==> src/rtl/alu_pkg.sv <==
// Shared ALU definitions: FSM encodings, opcodes, default width and flag bundle.
package alu_pkg;

  localparam int unsigned WIDTH_DEFAULT = 8;

  localparam logic OP_ADD = 1'b0;
  localparam logic OP_SUB = 1'b1;

  typedef enum logic [1:0] {
    IDLE = 2'd0,
    RUN  = 2'd1,
    DONE = 2'd2
  } state_t;

  // Status flags published with each result
  typedef struct packed {
    logic carry;
    logic overflow;
    logic zero;
    logic negative;
  } flags_t;

endpackage

==> src/rtl/full_adder.sv <==
// One-bit full adder, the single arithmetic cell shared by every bit position.
module full_adder (
  input  logic a,
  input  logic b,
  input  logic cin,
  output logic s,
  output logic cout
);

  assign s    = a ^ b ^ cin;
  assign cout = (a & b) | (cin & (a ^ b));

endmodule

==> src/rtl/serial_add_sub.sv <==
// Bit-serial add/subtract: one bit per clock through a shared full adder,
// with result and flags published together on the last-bit edge.
module serial_add_sub
  import alu_pkg::*;
#(
  parameter int unsigned WIDTH = WIDTH_DEFAULT
) (
  input  logic             clk,
  input  logic             rst_n,
  input  logic             start,
  input  logic             op,
  input  logic [WIDTH-1:0] a,
  input  logic [WIDTH-1:0] b,
  output logic             busy,
  output logic             done,
  output logic [WIDTH-1:0] result,
  output logic             carry,
  output logic             overflow,
  output logic             zero,
  output logic             negative
);

  localparam int unsigned     CNT_W = $clog2(WIDTH);
  localparam logic [CNT_W-1:0] LAST = CNT_W'(WIDTH - 1);

  state_t           state_q,  state_d;
  logic [WIDTH-1:0] a_sh_q,   a_sh_d;
  logic [WIDTH-1:0] b_sh_q,   b_sh_d;
  logic [WIDTH-1:0] psum_q,   psum_d;
  logic [WIDTH-1:0] result_q, result_d;
  logic [CNT_W-1:0] cnt_q,    cnt_d;
  logic             c_q,      c_d;
  logic             busy_q,   busy_d;
  logic             done_q,   done_d;
  flags_t           flags_q,  flags_d;

  logic             fa_s;
  logic             fa_cout;
  logic [WIDTH-1:0] sum_next;

  // Shared adder cell operating on the current LSBs and the running carry
  full_adder u_fa (
    .a    (a_sh_q[0]),
    .b    (b_sh_q[0]),
    .cin  (c_q),
    .s    (fa_s),
    .cout (fa_cout)
  );

  // Partial sum after this cycle's bit enters at the MSB
  assign sum_next = {fa_s, psum_q[WIDTH-1:1]};

  // State and datapath registers
  always_ff @(posedge clk or negedge rst_n) begin
    if (!rst_n) begin
      state_q  <= IDLE;
      a_sh_q   <= '0;
      b_sh_q   <= '0;
      psum_q   <= '0;
      result_q <= '0;
      cnt_q    <= '0;
      c_q      <= 1'b0;
      busy_q   <= 1'b0;
      done_q   <= 1'b0;
      flags_q  <= '0;
    end else begin
      state_q  <= state_d;
      a_sh_q   <= a_sh_d;
      b_sh_q   <= b_sh_d;
      psum_q   <= psum_d;
      result_q <= result_d;
      cnt_q    <= cnt_d;
      c_q      <= c_d;
      busy_q   <= busy_d;
      done_q   <= done_d;
      flags_q  <= flags_d;
    end
  end

  // Next-state and next-output logic; at the MSB step c_q is the MSB carry-in
  always_comb begin
    state_d  = state_q;
    a_sh_d   = a_sh_q;
    b_sh_d   = b_sh_q;
    psum_d   = psum_q;
    result_d = result_q;
    cnt_d    = cnt_q;
    c_d      = c_q;
    busy_d   = busy_q;
    done_d   = 1'b0;
    flags_d  = flags_q;

    case (state_q)
      IDLE: begin
        if (start) begin
          a_sh_d  = a;
          b_sh_d  = (op == OP_SUB) ? ~b : b;
          c_d     = op;
          cnt_d   = '0;
          psum_d  = '0;
          busy_d  = 1'b1;
          state_d = RUN;
        end
      end
      RUN: begin
        a_sh_d = {1'b0, a_sh_q[WIDTH-1:1]};
        b_sh_d = {1'b0, b_sh_q[WIDTH-1:1]};
        psum_d = sum_next;
        c_d    = fa_cout;
        cnt_d  = cnt_q + CNT_W'(1);
        if (cnt_q == LAST) begin
          result_d         = sum_next;
          flags_d.carry    = fa_cout;
          flags_d.overflow = c_q ^ fa_cout;
          flags_d.zero     = (sum_next == '0);
          flags_d.negative = fa_s;
          done_d           = 1'b1;
          state_d          = DONE;
        end
      end
      DONE: begin
        busy_d  = 1'b0;
        state_d = IDLE;
      end
      default: begin
        busy_d  = 1'b0;
        state_d = IDLE;
      end
    endcase
  end

  assign busy     = busy_q;
  assign done     = done_q;
  assign result   = result_q;
  assign carry    = flags_q.carry;
  assign overflow = flags_q.overflow;
  assign zero     = flags_q.zero;
  assign negative = flags_q.negative;

endmodule
==> config.mk <==
export PLATFORM = sky130hd
export DESIGN_NAME = serial_add_sub
export DESIGN_NICKNAME = d
export VERILOG_FILES = /design/src/rtl/alu_pkg.sv /design/src/rtl/full_adder.sv /design/src/rtl/serial_add_sub.sv
export SDC_FILE = /design/constraint.sdc
export NUM_CORES = 1
export LEC_CHECK = 0
export CORE_ASPECT_RATIO = 0.8
export CORE_MARGIN = 8
export CORE_UTILIZATION = 24
export DETAILED_ROUTE_END_ITERATION = 12
export GPL_TIMING_DRIVEN = 1
export PLACE_DENSITY = 0.4
export SLEW_MARGIN = 20
export SYNTH_ARGS = -nofsm -noshare
export SYNTH_HDL_FRONTEND = slang
export SYNTH_SLANG_ARGS = --single-unit
==> constraint.sdc <==
create_clock -name clk -period 2.5 [get_ports clk]
set_input_delay 0.375 -clock clk [delete_from_list [all_inputs] [get_ports clk]]
set_output_delay 0.375 -clock clk [all_outputs]
set_load 0.01 [all_outputs]
==> results of run 1 <==
-- flip-flops by register name (all words and copies together) (netlist names) --
register and cells:
carry 1, state_q 2, busy 1, c_q 1, psum_q 7, a_sh_q 8, zero 1, done 1
result 8, overflow 1, b_sh_q 8, cnt_q 3
-- synthesized netlist by cell type (4+ instances only) --
library cell and instances:
o221ai_1 4, inv_1 4, a22oi_1 9, o21ai_0 11, xnor2_1 9, nand2_1 19
nor2_1 4, a22o_1 9, mux2_2 10, buf_2 5, dfrtp_1 42
-- metrics by stage --
stage	worst slack [ns]	cell area, um2	hold slack (ns)	power (W)
2_1_floorplan	0.9760	1842	0.07941	0.001721
3_3_place_gp	0.6578	2236	0.4631	0.002053
4_1_cts	0.6926	2345	0.2560	0.002629
6_report	0.7145	2365	0.01257	0.002582
5_1_grt	0.5791	2365	0.04632	0.002791
3_5_place_dp	0.5873	2236	0.4706	0.002093
-- where the power goes --
part | internal, W | total (W) | switching (W)
Clock | 0.000294 | 0.000528 | 0.000234
Sequential | 0.000942 | 0.00117 | 0.000229
Combinational | 0.000500 | 0.000884 | 0.000384
Total | 0.00174 | 0.00258 | 0.000846
-- final timing paths --
path	slack, ns	endpoint	from
min in group clk	0.48	zero$_DFFE_PN0P_	zero$_DFFE_PN0P_
max reg2reg	0.71	b_sh_q[3]$_DFFE_PN0P_	state_q[1]$_DFFE_PN0P_
min	0.01	b_sh_q[5]$_DFFE_PN0P_	rst_n
max in group asynchronous	2.01	state_q[0]$_DFFE_PN0P_	rst_n
min reg2reg	0.48	zero$_DFFE_PN0P_	zero$_DFFE_PN0P_
max	0.71	b_sh_q[3]$_DFFE_PN0P_	state_q[1]$_DFFE_PN0P_
-- cells by family (layout without fill, tap and decap cells) --
kind of cell    after synthesis  in the layout  synth area share [%]
flops                        42             42                 57.07
buf+inv                      16             47                 4.619
mux                          10             10                 6.114
compound gates               42             42                 16.64
fa+ha+maj                     3              3                 2.445
simple gates                 32             32                 8.831
xor+xnor                      9              9                 4.280
-- metal layers --
metal	up-vias	wire length (um)
met1	625	2002
li1	607	-
met5	-	0
met3	6	150
met2	18	1935
met4	0	73
-- area by class of cell --
type | instances | area [um2] | area share, %
tap | 105 | 131.4 | 5.556
clock buffer | 5 | 68.82 | 2.910
multi-input combinational | 96 | 705.7 | 29.84
timing repair buffer | 35 | 352.8 | 14.92
sequential | 42 | 1051 | 44.44
clock inverter | 3 | 40.04 | 1.693
inverter | 4 | 15.01 | 0.6349
==> run summary, run 1 <==
Inserted Diodes: 0
Gpl congestion: 0.7228
Post-CTS setup buffer count: 0
Avg Inst Size Synth: 11.96 um2
Post-Route WL: 4162 um
Root buffer cell: clkbuf_8
GR peak layer: met2
Area contributors post-synth: dfrtp_1 57%, mux2_2 6.1%, a22o_1 4.3%, xnor2_1 4.3%, nand2_1 3.9%
Flops & latches, synth: 42
Status: finished, final reports clean
Critical Path End Type: flip-flop
Port-buffer cells: 33
Total track usage: 8.456%
Post-layout nets: 207
Total overflow reported by the global router: 0
PD cells: 1092 nW/um2
Hold-fix buffers at CTS: 0
Initial antenna violation count: 0
Crit path arrival time: 1.96 ns
CP max stage delay: 0.77 ns
Vias in the first global route: 1415
Hold Crit Class: primary input to asynchronous set/reset pin
Async set-reset flop share out of synthesis: 100.0%
Core area: 7427 um2
Total negative slack: 0 ns
Iteration count of the initial detailed-routing pass: 4
Worst slew margin: 51.17%
Slowest-stage cell, CP: dfrtp_1
Sequential share of the synthesized area: 57.07%
Initial Util: 24.80%
M3 GR Usage: 2.423%
Ys flop type: dfrtp_1
Die area: 10750 um2
Core Util, Final: 31.84%
Max Slew Vio Count: 0
Die H: 94.36 um
Delay-heaviest family, CP: flip-flops
DR DRC count: 0
Layout area overhead: 28.40%
CP Cell Sequence: and2b_1 > a221o_1
Final period util: 71.42%
WL/cell: 14.35 um
Setup violators final: 0
Hold Fails Final Rpt: 0
Number of clock sinks: 42
Inst Count DP: 281
H-tree levels: 2
Worst skew pair latency: 0.29 ns
Post-Synthesis Cells: 154
Post-synth EDFFs: 0
Synth top area share: 57.07%
Total number of yosys warnings: 0
Commonest non-fill, non-tap cell in the layout: dfrtp_1
Die Width: 113.9 um
Post-DRT Antenna Nets: 0
Crit start category: flip-flop
CTS tree: done
Max-capacitance violation count: 0
Final min period: 1.786 ns
CP max FO: 20
Post-Syn Nets: 177
Commonest non-fill, non-tap cells in the layout: 42 x dfrtp_1, 32 x clkdlybuf4s50_1, 19 x nand2_1
LEAKAGE: 1.012 nW
Largest net degree at the start of global routing: 43
Ports: 34
Worst EP required: 2.67 ns
Cts repair resizes: 0
Max Clock Freq: 0.5601 GHz
Clock-pin slew on the worst setup and hold paths: 0.09 ns
Met2 Use GR: 12.97%
DP Wirelength: 2945 um
Clock buffer depth: 2
Count of cell types in the netlist: 28
Met1 Usage GRT: 10.88%
Layout cells sized above 1: 12.43%
Worst slew pin tran: 0.7325 ns
CP Class: flip-flop to flip-flop
Via density: 4.331
RSZ-0062 raised after global routing: false
Initial DRC Count: 46
FP Rows: 28
Fin Clk Skew: 0.009247 ns
Worst r2r path cells: 2
Worst path depth: 2
Vias post-DR: 1256
Syn Std Cell Area: 1842 um2
CTS Buf Count: 5
Critical path buffer and inverter count: 0
Final cell count without fillers: 290
VDD IR-drop max: 258.6 uV
First-pass GRT wire length: 7196 um
Fillers: 778
Cell taking the most area after synthesis: dfrtp_1
Note: power is estimated with default switching activity, not from simulation.
==> inputs of run 2 (changes only) <==
- clock period: 2.5 -> 1.83 ns (I/O delays scaled with it)
==> run summary, run 2 (same netlist as run 1, synthesis figures left out) <==
Port-buffer cells: 33 (unchanged)
Crit start category: flip-flop
DP Area: 2301 um2 (+2.9%)
Worst slew pin tran: 0.5588 ns (-0.1737 ns)
Iteration count of the initial detailed-routing pass: 4 (unchanged)
Post-route cell area: 2402 um2 (+1.6%)
Switch share: 33.26% (+0.49 points)
Hold Crit Class: flip-flop to flip-flop
Ports: 34 (unchanged)
Final min period: 1.548 ns (-0.2379 ns)
Clock group share of total power: 18.0% (-2.4 points)
Critical path buffer and inverter count: 0 (unchanged)
Internal power: 0.002308 W (+33%)
Crit path arrival time: 1.76 ns (-0.20 ns)
Initial antenna violation count: 0 (unchanged)
Critical Path End Type: flip-flop
Max-capacitance violation count: 0 (unchanged)
Cts repair resizes: 0 (unchanged)
CTS tree: done
Total track usage: 8.365% (-0.091 points)
Worst r2r path cells: 4 (+2)
Worst skew pair latency: 0.29 ns (about the same)
DP Wirelength: 2935 um (-0.36%)
Post-DRT Antenna Nets: 0 (unchanged)
Power share of the combinational group: 37.3% (+3.1 points)
Die Width: 113.9 um (unchanged)
Post-Route WL: 4098 um (-1.5%)
CTS Buf Count: 5 (unchanged)
Via density: 4.374 (+0.99%)
Die area: 10750 um2 (unchanged)
Inserted Diodes: 0 (unchanged)
Hold Fails Final Rpt: 0 (unchanged)
FP Rows: 28 (unchanged)
Initial DRC Count: 65 (+41%)
Post-layout nets: 214 (+3.4%)
Commonest non-fill, non-tap cells in the layout: 42 x dfrtp_1, 32 x clkdlybuf4s50_1, 19 x nand2_1
Max Slew Vio Count: 0 (unchanged)
First-pass GRT wire length: 7003 um (-2.7%)
Final period util: 84.57% (+13 points)
Clock buffer depth: 2 (unchanged)
LEAKAGE: 1.037 nW (+2.4%)
Layout cells sized above 1: 14.58% (+2.2 points)
Slowest-stage cell, CP: fa_1
Setup violators final: 0 (unchanged)
Worst EP required: 2.04 ns (-0.63 ns)
Max Clock Freq: 0.6462 GHz (+15%)
CP max FO: 4 (-80%)
Number of clock sinks: 42 (unchanged)
Vias in the first global route: 1341 (-5.2%)
Layout area overhead: 30.43%
CP Class: flip-flop to flip-flop
Gpl congestion: 0.6895 (-4.6%)
RSZ-0062 raised after global routing: false
Total negative slack: 0 ns (unchanged)
Largest net degree at the start of global routing: 23 (-47%)
CP max stage delay: 0.55 ns (-0.22 ns)
Initial Util: 24.80% (unchanged)
VDD IR-drop max: 388.5 uV (+50%)
PD cells: 1440 nW/um2 (+32%)
Fin Clk Skew: 0.006763 ns (-0.002484 ns)
Core area: 7427 um2 (unchanged)
Worst slew margin: 62.74% (+12 points)
Die H: 94.36 um (unchanged)
CP Cell Sequence: fa_1 > nor4_1 > nand2_1 > o21ai_0
Commonest non-fill, non-tap cell in the layout: dfrtp_1
Reg power frac: 44.8% (-0.5 points)
Root buffer cell: clkbuf_8
Delay-heaviest family, CP: adder cells
Vias post-DR: 1299 (+3.4%)
WL/cell: 13.80 um (-3.9%)
DR DRC count: 0 (unchanged)
Worst path depth: 4 (+2)
Clock-pin slew on the worst setup and hold paths: 0.08 ns (about the same)
Status: finished, final reports clean
H-tree levels: 2 (unchanged)
Total overflow reported by the global router: 0 (unchanged)
Switching power: 0.001150 W (+36%)
Hold Path Cell Cnt: 2
==> run 2: changes by cell type in the layout (fill, tap and decap cells not counted), sizes merged <==
cell,delta
buf,+6
clkbuf,+2
clkinv,-1
bufinv,-1
dlygate4sd3,+1
==> run 2: routing by layer <==
metal,share of wire [%],GRT usage [%],vias to the layer above
met1,47,10.63,642
met3,4.7,2.615,6
met2,46,12.63,24
met5,0,0,-
li1,-,-,627
met4,2.1,4.309,0
==> run 2: worst min-delay path, delay by kind of cell (launching register included) <==
kind            cells  cell delay [ns]
simple gates        1             0.05
compound gates      1             0.06
flops               1             0.34
==> run 2: per-stage QoR <==
stage,utilization [%],setup WS (ns),power [W],hold slack (ns),instances
finish,32.35,0.2824,0.003459,0.4821,297
global route,32.35,0.06557,0.003748,0.5045,297
CTS,32.35,0.2507,0.003520,0.4886,297
detailed placement,30.98,0.1774,0.002883,0.2910,288
global placement,30.98,0.2049,0.002850,0.2894,288
floorplan,-,0.3060,0.002351,-0.02109,154
==> run 2: power by group through the flow <==
stage / registers [W] / logic (W) / clock network, W
floorplan: 0.00154 / 0.000808 / 0
finish: 0.00155 / 0.00129 / 0.000621
CTS: 0.00155 / 0.00132 / 0.000650
detailed placement: 0.00157 / 0.00131 / 0
global route: 0.00161 / 0.00144 / 0.000693
global placement: 0.00156 / 0.00129 / 0
==> run 2: area by class of cell <==
| cell class | count | area (um2) |
|---|---|---|
| inverters | 4 | 15.01 |
| well taps | 105 | 131.4 |
| multi-input cells | 96 | 705.7 |
| flip-flops and latches | 42 | 1051 |
| clock buffers | 7 | 86.33 |
| clock inverters | 1 | 5.005 |
| repair buffers | 42 | 407.9 |
| fillers | 764 | 5025 |
==> run 2: worst paths after layout <==
path                                  startpoint               endpoint  slack (ns)
min                        a_sh_q[4]$_DFFE_PN0P_  a_sh_q[4]$_DFFE_PN0P_        0.48
max reg2reg                      c_q$_DFFE_PN0P_       zero$_DFFE_PN0P_        0.28
max in group asynchronous                  rst_n  psum_q[6]$_DFFE_PN0P_        0.84
min in group asynchronous                  rst_n  b_sh_q[6]$_DFFE_PN0P_        0.49
min reg2reg                a_sh_q[4]$_DFFE_PN0P_  a_sh_q[4]$_DFFE_PN0P_        0.48
max                              c_q$_DFFE_PN0P_       zero$_DFFE_PN0P_        0.28
==> run 2: timing repair <==
action | CTS | global route
buffers inserted | 0 | 0
hold endpoints to repair | 20 | 0
hold buffers | 1 | 0
==> inputs of run 3 (changes only) <==
- clock period: 1.83 -> 1.6 ns (I/O delays scaled with it)
==> run summary, run 3 (same netlist as run 1, synthesis figures left out) <==
Status: finished, final reports clean
Max Clock Freq: 0.6705 GHz (+3.8%)
Clock buffer depth: 2 (unchanged)
DR DRC count: 0 (unchanged)
CP most frequent cell: ha_1
Commonest non-fill, non-tap cells in the layout: 42 x dfrtp_1, 32 x clkdlybuf4s50_1, 19 x nand2_1
Total overflow reported by the global router: 0 (unchanged)
FP Rows: 28 (unchanged)
Ports: 34 (unchanged)
Final period util: 93.21% (+8.6 points)
Hold Crit Class: primary input to asynchronous set/reset pin
Final cell count without fillers: 300 (+1.0%)
CP max FO: 15 (+11)
Setup violators final: 0 (unchanged)
VDD IR-drop max: 422.5 uV (+8.8%)
H-tree levels: 2 (unchanged)
First-pass GRT wire length: 7307 um (+4.3%)
CP Cell Sequence: ha_1 > ha_1 > nand3b_4 > mux2_2
CTS Buf Count: 5 (unchanged)
Clock-pin slew on the worst setup and hold paths: 0.08 ns (about the same)
Worst skew pair latency: 0.29 ns (about the same)
Root buffer cell: clkbuf_8
CTS tree: done
Gpl congestion: 0.7103 (+3.0%)
Initial DRC Count: 81 (+25%)
Max Slew Vio Count: 0 (unchanged)
Total negative slack: 0 ns (unchanged)
Worst slew pin tran: 0.5563 ns (-0.002481 ns)
DP Wirelength: 2972 um (+1.3%)
Initial antenna violation count: 0 (unchanged)
Die H: 94.36 um (unchanged)
Post-Route WL: 4177 um (+1.9%)
Number of clock sinks: 42 (unchanged)
Crit path arrival time: 1.67 ns (-0.09 ns)
Layout area overhead: 30.91%
Hold Fails Final Rpt: 0 (unchanged)
Worst EP required: 1.78 ns (-0.26 ns)
Die Width: 113.9 um (unchanged)
Post-layout nets: 218 (+1.9%)
CP Class: flip-flop to flip-flop
Largest net degree at the start of global routing: 43 (+87%)
Post-DRT Antenna Nets: 0 (unchanged)
Max-capacitance violation count: 0 (unchanged)
Port-buffer cells: 33 (unchanged)
Tot Pwr: 0.003992 W (+15%)
Via density: 4.310 (-1.5%)
WL/cell: 13.92 um (+0.91%)
Commonest non-fill, non-tap cell in the layout: dfrtp_1
Inserted Diodes: 0 (unchanged)
Total track usage: 8.591% (+0.23 points)
PD cells: 1656 nW/um2 (+15%)
Crit start category: flip-flop
Slowest-stage cell, CP: dfrtp_1
Die area: 10750 um2 (unchanged)
Fin Clk Skew: 0.005009 ns (-0.001754 ns)
Layout cells sized above 1: 17.44% (+2.9 points)
Critical Path End Type: flip-flop
Core Util, Final: 32.46% (+0.12 points)
Initial Util: 24.80% (unchanged)
CP max stage delay: 0.39 ns (-0.16 ns)
Core area: 7427 um2 (unchanged)
Worst slew margin: 62.91% (+0.17 points)
Iteration count of the initial detailed-routing pass: 4 (unchanged)
Final min period: 1.491 ns (-0.05619 ns)
Vias post-DR: 1293 (-0.46%)
Inst Count DP: 293 (+1.7%)
Hold-fix buffers at CTS: 0 (-1)
LEAKAGE: 1.049 nW (+1.1%)
RSZ-0062 raised after global routing: false
Vias in the first global route: 1401 (+4.5%)
==> run 3: cell types whose count changed in the layout (fill, tap and decap cells not counted), sizes merged <==
cell,delta
buf,+5
clkbuf,-2
clkinv,+1
dlygate4sd3,-1
==> run 3: layout make-up <==
class / instances / area (um2)
repair buffers: 46 / 422.9
clock buffers: 5 / 68.82
well taps: 105 / 131.4
multi-input cells: 96 / 711.9
flip-flops and latches: 42 / 1051
fillers: 787 / 5016
inverters: 4 / 15.01
clock inverters: 2 / 10.01
==> run 3: per-stage QoR <==
step | setup slack [ns] | hold slack [ns] | instance area [um2]
2_1_floorplan | 0.07603 | -0.05559 | 1842
3_3_place_gp | -0.001770 | 0.3447 | 2326
3_5_place_dp | -0.08793 | 0.3537 | 2326
4_1_cts | 0.08789 | 0.03150 | 2405
5_1_grt | 0.01731 | 0.05925 | 2411
6_report | 0.1086 | 0.008610 | 2411
==> run 3: metal layers <==
metal / vias up / track usage [%] / share of wire (%)
li1: 630 / - / -
met4: 0 / 4.972 / 2.3
met2: 19 / 13.66 / 47
met1: 636 / 10.76 / 47
met3: 8 / 1.722 / 3.3
met5: - / 0 / 0
==> run 3: power breakdown <==
part | leakage (nW) | switching, W | internal [W]
logic | 0.458 | 0.000700 | 0.000885
registers | 0.546 | 0.000286 | 0.00147
clock network | 0.0438 | 0.000355 | 0.000293
total | 1.05 | 0.00134 | 0.00265
==> run 3: timing repair <==
item | CTS | global route
setup endpoints to repair | 0 | 1
endpoints found under the hold margin | 0 | 0
resized for setup | 0 | 1
setup buffers | 0 | 0
==> run 3: worst max-delay path, delay by kind of cell (launching register included) <==
kind                     cells  cell delay, ns
adder cells (fa/ha/maj)      2            0.42
AND/OR/NAND/NOR              1            0.19
flip-flops                   1            0.39
multiplexers                 1            0.37
==> run 3: path summary, 6_finish.rpt <==
check,endpoint,cells past startpoint,from,slack [ns]
setup / recovery,result[1]$_DFFE_PN0P_,4,cnt_q[0]$_DFFE_PN0P_,0.11
setup reg to reg,result[1]$_DFFE_PN0P_,4,cnt_q[0]$_DFFE_PN0P_,0.11
min in group clk,zero$_DFFE_PN0P_,2,zero$_DFFE_PN0P_,0.48
hold / removal,b_sh_q[7]$_DFFE_PN0P_,2,rst_n,0.009
hold reg to reg,zero$_DFFE_PN0P_,2,zero$_DFFE_PN0P_,0.48
max in group asynchronous,b_sh_q[4]$_DFFE_PN0P_,2,rst_n,1.21
